### config.mk
export PLATFORM = sky130hd
export DESIGN_NAME = seg7_scan_driver
export DESIGN_NICKNAME = d
export VERILOG_FILES = /design/src/rtl/seg7_scan_driver.sv
export SDC_FILE = /design/constraint.sdc
export NUM_CORES = 1
export LEC_CHECK = 0
export BUFFER_PORTS_ARGS = -buffer_cell sky130_fd_sc_hd__buf_4
export CORE_UTILIZATION = 50
export DETAILED_ROUTE_END_ITERATION = 12
export PLACE_DENSITY = 0.73
export SLEW_MARGIN = 0
export SYNTH_ARGS = -nofsm -noshare
export SYNTH_HDL_FRONTEND = slang
export SYNTH_SLANG_ARGS = --single-unit
export TNS_END_PERCENT = 50
### constraint.sdc
create_clock -name clk -period 2 [get_ports clk]
set_input_delay 0.2 -clock clk [delete_from_list [all_inputs] [get_ports clk]]
set_output_delay 0.2 -clock clk [all_outputs]
set_load 0.05 [all_outputs]
### src/rtl/seg7_scan_driver.sv
// Multiplexed 4-digit hex seven-segment driver with once-per-frame input snapshot.
// Optional macro LEADING_ZERO_BLANK_EN darkens leading zero digits (digit 0 always shown).
module seg7_scan_driver #(
    parameter int unsigned SCAN_DIV_BITS  = 17,
    parameter bit          SEG_ACTIVE_LOW = 1'b1
) (
    input  logic        clk,
    input  logic        rst,
    input  logic [15:0] num,
    input  logic [3:0]  point,
    input  logic [3:0]  le,
    output logic [7:0]  segment,
    output logic [3:0]  anode,
    output logic        frame_done
);

    localparam logic [3:0] ANODE_OFF = SEG_ACTIVE_LOW ? 4'hF : 4'h0;
    localparam logic [7:0] SEG_OFF   = SEG_ACTIVE_LOW ? 8'hFF : 8'h00;

    logic [SCAN_DIV_BITS-1:0] div_cnt_q, div_cnt_d;
    logic [1:0]               idx_q, idx_d;
    logic [15:0]              shadow_num_q, shadow_num_d;
    logic [3:0]               shadow_point_q, shadow_point_d;
    logic [3:0]               shadow_le_q, shadow_le_d;
    logic [3:0]               anode_q, anode_d;
    logic [7:0]               segment_q, segment_d;
    logic                     frame_done_q, frame_done_d;

    logic       tick;
    logic       frame_start;
    logic [3:0] cur_nibble;
    logic [3:0] lz_blank;
    logic       dark;
    logic [3:0] anode_hi;
    logic [7:0] seg_hi;

    function automatic logic [6:0] hex_glyph(input logic [3:0] n);
        case (n)
            4'h0:    hex_glyph = 7'h3F;
            4'h1:    hex_glyph = 7'h06;
            4'h2:    hex_glyph = 7'h5B;
            4'h3:    hex_glyph = 7'h4F;
            4'h4:    hex_glyph = 7'h66;
            4'h5:    hex_glyph = 7'h6D;
            4'h6:    hex_glyph = 7'h7D;
            4'h7:    hex_glyph = 7'h07;
            4'h8:    hex_glyph = 7'h7F;
            4'h9:    hex_glyph = 7'h6F;
            4'hA:    hex_glyph = 7'h77;
            4'hB:    hex_glyph = 7'h7C;
            4'hC:    hex_glyph = 7'h39;
            4'hD:    hex_glyph = 7'h5E;
            4'hE:    hex_glyph = 7'h79;
            default: hex_glyph = 7'h71;
        endcase
    endfunction

`ifdef LEADING_ZERO_BLANK_EN
    logic zero3, zero2, zero1;

    always_comb begin
        zero3    = (shadow_num_q[15:12] == 4'h0);
        zero2    = (shadow_num_q[11:8]  == 4'h0);
        zero1    = (shadow_num_q[7:4]   == 4'h0);
        lz_blank = {zero3, zero3 & zero2, zero3 & zero2 & zero1, 1'b0};
    end
`else
    always_comb begin
        lz_blank = 4'b0000;
    end
`endif

    always_comb begin
        tick        = (div_cnt_q == {SCAN_DIV_BITS{1'b1}});
        frame_start = (div_cnt_q == '0) && (idx_q == 2'd0);

        div_cnt_d    = div_cnt_q + SCAN_DIV_BITS'(1);
        idx_d        = tick ? idx_q + 2'd1 : idx_q;
        frame_done_d = tick && (idx_q == 2'd3);

        // The shadow copy is the only thing the output path reads, so the shown value cannot tear mid-frame
        shadow_num_d   = frame_start ? num   : shadow_num_q;
        shadow_point_d = frame_start ? point : shadow_point_q;
        shadow_le_d    = frame_start ? le    : shadow_le_q;

        cur_nibble = shadow_num_q[{idx_q, 2'b00} +: 4];
        dark       = shadow_le_q[idx_q] | lz_blank[idx_q];
        anode_hi   = dark ? 4'b0000 : (4'b0001 << idx_q);
        seg_hi     = {shadow_point_q[idx_q] & ~lz_blank[idx_q], hex_glyph(cur_nibble)};

        anode_d   = SEG_ACTIVE_LOW ? ~anode_hi : anode_hi;
        segment_d = SEG_ACTIVE_LOW ? ~seg_hi   : seg_hi;
    end

    always_ff @(posedge clk) begin
        if (rst) begin
            div_cnt_q      <= '0;
            idx_q          <= 2'd0;
            shadow_num_q   <= 16'h0000;
            shadow_point_q <= 4'h0;
            shadow_le_q    <= 4'h0;
            anode_q        <= ANODE_OFF;
            segment_q      <= SEG_OFF;
            frame_done_q   <= 1'b0;
        end else begin
            div_cnt_q      <= div_cnt_d;
            idx_q          <= idx_d;
            shadow_num_q   <= shadow_num_d;
            shadow_point_q <= shadow_point_d;
            shadow_le_q    <= shadow_le_d;
            anode_q        <= anode_d;
            segment_q      <= segment_d;
            frame_done_q   <= frame_done_d;
        end
    end

    assign anode      = anode_q;
    assign segment    = segment_q;
    assign frame_done = frame_done_q;

endmodule

=== Word-level counts from Yosys, hierarchy flattened ===
Memory sizes are Yosys's and may differ from the RTL's.
Cells that the tools add are included.

* Bits in registers: 56
* Bits in latches: 0
* Memory bits (writable): 0
* Memory bits (read-only): 112
* Input bits: 26
* Output and inout port bits: 13
* Logic and storage cells: 32
* Memories kept: 1

* Add/sub/neg operators: 2
* $mul: 0
* Div/mod/pow operators: 0
* Magnitude comparators: 1
* Eq/ne operators: 2
* Shift-type cells: 2
* Mux-type cells: 7
* Bitwise gates (word level): 5
* Reductions and logical operators: 4

{| class="wikitable"
|+ Memory list
! name !! depth !! bits a word !! read ports !! clocked after memory_dff !! wr ports !! RTL line !! text
|-
| (name not given) || 16 || 7 || 1 || 0 || 0 || 38 || <nowiki>case (n)</nowiki>
|}

{| class="wikitable"
|+ Operators with widths
! operator !! number
|-
| 17-bit by 1-bit adder with 17-bit output, second input constant || 1
|-
| 17-bit == test, second input constant || 1
|-
| 17-bit logical NOT || 1
|-
| 16-bit by 5-bit indexed part select with 4-bit output || 1
|-
| 8-bit inverter || 1
|-
| 1-bit binary-select mux with 2-bit select || 3
|-
| 4-bit two-way mux || 1
|-
| 4-bit inverter || 1
|-
| 1-bit by 2-bit << shifter with 4-bit output, first input constant || 1
|-
| 2-bit by 3-bit < comparator with 1-bit output, second input constant || 1
|-
| 1-bit two-way mux || 3
|-
| 2-bit by 1-bit adder with 2-bit output, second input constant || 1
|-
| 2-bit == test, second input constant || 1
|-
| 1-bit logical AND || 2
|-
| 2-bit logical NOT || 1
|-
| 1-bit AND || 1
|-
| 1-bit inverter || 1
|-
| 1-bit OR || 1
|}

=== Logic depth before layout (Yosys ltp) ===
* Depth in word-level cells: 5
* Gate-level depth with buffers: 9
* Depth with buffers taken out: 7

=== Worst setup path before layout ===
OpenSTA, ideal clock, no wires.

* Kind: register to register
* From: reg div_cnt_q[0]
* To: reg idx_q[1]
* Setup time: 128 ps
* Arrival: 1832 ps
* Data required time: 1872 ps
* Setup slack: 40 ps
* Stages on the path, launching flop included: 8
* Path buffers: 0
* Period minus slack after synthesis: 1960 ps
* Path through: dfxtp_1 -> ha_1 -> nand4_1 -> or3_2 -> nor3_1 -> ha_1 -> mux2i_1 -> nor2_1

* Longest elaborated chain between the ends: 1

{| class="wikitable"
|+ RTL lines
! element !! RTL line !! text
|-
| start, declared || 20 || <nowiki>logic [SCAN_DIV_BITS-1:0] div_cnt_q, div_cnt_d;</nowiki>
|-
| start signal, assigned || 106 || <nowiki>div_cnt_q <= div_cnt_d;</nowiki>
|-
| 17-bit == test || 74 || <nowiki>tick = (div_cnt_q == {SCAN_DIV_BITS{1'b1}});</nowiki>
|-
| end signal, assigned || 107 || <nowiki>idx_q <= idx_d;</nowiki>
|-
| end, declared || 21 || <nowiki>logic [1:0] idx_q, idx_d;</nowiki>
|}

No other way between the ends.
A chain may end at the register's enable or synchronous reset.

=== Worst setup path in the final report ===
* From: reg idx_q[0]
* To: reg segment_q[1], in the netlist segment[1]

* Longest elaborated chain between the ends: 3

{| class="wikitable"
|+ RTL lines
! element !! RTL line !! text
|-
| 16-bit by 5-bit indexed part select with 4-bit output || 86 || <nowiki>cur_nibble = shadow_num_q[{idx_q, 2'b00} +: 4];</nowiki>
|-
| memory read 16 x 7 bit || -- ||
|-
| 8-bit inverter || 92 || <nowiki>segment_d = SEG_ACTIVE_LOW ? ~seg_hi : seg_hi;</nowiki>
|-
| end signal, assigned || 112 || <nowiki>segment_q <= segment_d;</nowiki>
|-
| end, declared || 26 || <nowiki>logic [7:0] segment_q, segment_d;</nowiki>
|}

No other way between the ends.

==> results.cfg <==
[setup_path]
crit_slowest_cell = mux4_2
cp.arrival_ns = 2.06
worstSetupEndpointType = flop
crit_type = reg2reg
path_cells = mux4_2 -> inv_1 -> ha_1 -> o211ai_1 -> nand3_1
cp.required_ns = 2.19
critPathMaxStageDelay_ns = 0.62
crit_path_max_fanout = 6
start_kind = flop
worstRegToRegCells = 5

[yosys]
synth-seq-cells = 56
synth_warnings = 0
ys_top_cells_by_area = dfxtp_1 (45%), ha_1 (6.5%), nand3_1 (6.0%)
synthArstFlopShare = 0
synth_edf_count = 0
ys_types = 38
synth.avg_cell_area_um2 = 9.023
synth.largest_area_cell = dfxtp_1
ys.flop_type = dfxtp_1
synth_cells = 279
yosysTopAreaCellShare = 0.4453
ys_seq_area_frac = 0.4453
syn_nets = 318
synthesis.area_mm2 = 0.002517

[final_layout]
area_growth_pct = 21.57
drive_above_1_share = 0.2484
seqCellArea_mm2 = 0.001124
fin_area_mm2 = 0.003060
n_fill_cell = 418
multi_input_area_mm2 = 0.001281
nets = 362
mostFrequentLayoutCells = buf_4 (57), dfxtp_1 (54), nand3_1 (30)
fin_cells = 389
diodes = 0
final_common_cell = buf_4

[grt]
busiest_layer = met2
gr-usage-met3 = 0.04558
grt_pass1_wl_um = 8383
grt_max_degree = 48
grtUsageTotal = 0.2053
grt_pass1_vias = 1833
grt_use_met1 = 0.2838
grt_use_met2 = 0.3229
grt_overflow_total = 0
antenna_found_initial = 0

[routing]
drt_wl_total_um = 5214
drtIter0Drc = 120
wire_per_inst_um = 13.40
drc = 0
vias = 2101
ant_nets = 0
avgViaCountPerCell = 5.401
firstDrtPassIters = 4

[cts]
clock_latency_ns = 0.31
cts_buffers = 5
clockBufferDepth = 2
cts_tree = yes
ctsRootBufferMaster = clkbuf_8
clkSinkCount = 56
ctsHtreeMaxLevel = 2
cts.clk_slew.worst_paths_ns = 0.09
ctsHoldBuffers = 0

[sta]
setup_viol = 0
finalMaxSlewViolations = 0
worstMarginPinSlew_ns = 0.4946
whs_ns = 0.1438
finalCritPeriodShare = 0.9353
fin_skew_ns = 0.006060
maxSlewHeadroom = 0.6703
fmax_mhz = 534.6
hold_viol_final = 0
finalCriticalPeriod_ns = 1.871

[flow_run]
cap_violations = 0

[placement]
dp_hpwl_um = 3483
portBuffers = 38
dpl_cell_area_mm2 = 0.002923
gp_congestion = 0.8257
placed_cells = 380

[hold_path]
hold_class = in2reg
hold_depth = 3

[pwr]
total_power_mw = 2.345
power.density_mw_per_mm2 = 766.2
p_leak_nw = 1.191
ir_drop_v = 0.0005282

[floorplan]
io_pins = 39
die_h_um = 72.96
core-area_mm2 = 0.004786
initial_utilization = 0.5260
chipWidth_um = 72.96
die-area_mm2 = 0.005322
fp-row-count = 25

[outcome]
status = complete, no violations
[synthesized netlist by cell type (2+ instances only)]
| master | n |
|---|---|
| a21oi_1 | 29 |
| and2_1 | 2 |
| buf_1 | 2 |
| buf_2 | 4 |
| clkbuf_1 | 13 |
| dfxtp_1 | 56 |
| ha_1 | 13 |
| inv_1 | 11 |
| mux2i_1 | 3 |
| mux4_2 | 6 |
| nand2_1 | 13 |
| nand3_1 | 30 |
| nand4_1 | 4 |
| nor2_1 | 17 |
| nor2b_1 | 3 |
| nor3_1 | 6 |
| nor4_1 | 5 |
| o21ai_0 | 28 |
| o221ai_1 | 2 |
| o31ai_1 | 2 |
| or3_1 | 2 |
| or3_2 | 2 |
| xnor2_1 | 8 |
| xor2_1 | 4 |
[final timing paths]
kind / from / end / slack [ns]
hold / removal: num[10] / shadow_num_q[10]$_SDFFE_PP0P_ / 0.14
hold reg to reg: shadow_num_q[2]$_SDFFE_PP0P_ / shadow_num_q[2]$_SDFFE_PP0P_ / 0.47
setup / recovery: idx_q[0]$_SDFFE_PP0N_ / segment[1]$_SDFF_PP1_ / 0.13
setup reg to reg: idx_q[0]$_SDFFE_PP0N_ / segment[1]$_SDFF_PP1_ / 0.13
[timing repair]
| item | in CTS | in global routing |
|---|---|---|
| pin swaps | 1 | 2 |
| setup buffers | 1 | 2 |
| hold endpoints to repair | 0 | 0 |
| gates resized for setup | 2 | 4 |
| endpoints found under the setup margin | 1 | 4 |
[sequential cells by signal, summed over array words and instances (netlist names)]
signal	cells
anode	4
div_cnt_q	17
frame_done	1
idx_q	2
segment	8
shadow_le_q	4
shadow_num_q	16
shadow_point_q	4
[layout make-up]
cell class	count	area share
Inverter	12	0.01472
Timing Repair Buffer	57	0.1398
Clock buffer	5	0.02249
Sequential cell	56	0.3671
Clock inverter	1	0.009812
Multi-Input combinational cell	191	0.4186
Tap cell	67	0.02739
[logic make-up (layout without fill, tap and decap cells)]
| group | after synthesis | in the layout | synth area share |
|---|---|---|---|
| flip-flops | 56 | 56 | 0.4453 |
| adder cells (fa/ha/maj) | 13 | 13 | 0.06461 |
| AND/OR/NAND/NOR | 92 | 92 | 0.1928 |
| XOR/XNOR | 12 | 12 | 0.04175 |
| buffers and inverters | 32 | 75 | 0.05120 |
| multiplexers | 9 | 9 | 0.06561 |
| AO/OA/AOI/OAI | 65 | 65 | 0.1387 |
[through the flow]
| stage | utilization | TNS [ns] | setup slack [ns] |
|---|---|---|---|
| floorplan | - | 0 | 0.04001 |
| global placement | 0.6107 | 0 | 0.09724 |
| detailed placement | 0.6107 | 0 | 0.02858 |
| CTS | 0.6337 | 0 | 0.02803 |
| global route | 0.6395 | -0.009097 | -0.009097 |
| finish | 0.6395 | 0 | 0.1295 |
[per-layer routing]
metal  vias up  part of all wire
met5         -                 0
met1       981              0.47
met4         0             0.010
li1       1063                 -
met2        52              0.48
met3         5             0.038
[report_power, final]
| part | switching [mW] | internal, mW |
|---|---|---|
| clock | 0.345 | 0.360 |
| sequential | 0.0300 | 1.19 |
| combinational | 0.251 | 0.171 |
[critical path, delay by kind of cell, from the launching register on]
family | cells | cell delay, ns
muxes | 1 | 0.62
DFF | 1 | 0.46
AOI/OAI and AO/OA | 1 | 0.19
and+or+nand+nor | 1 | 0.09
buffers and inverters | 1 | 0.14
adders and majority gates | 1 | 0.26
No activity file was read; power rests on OpenSTA's default activity.
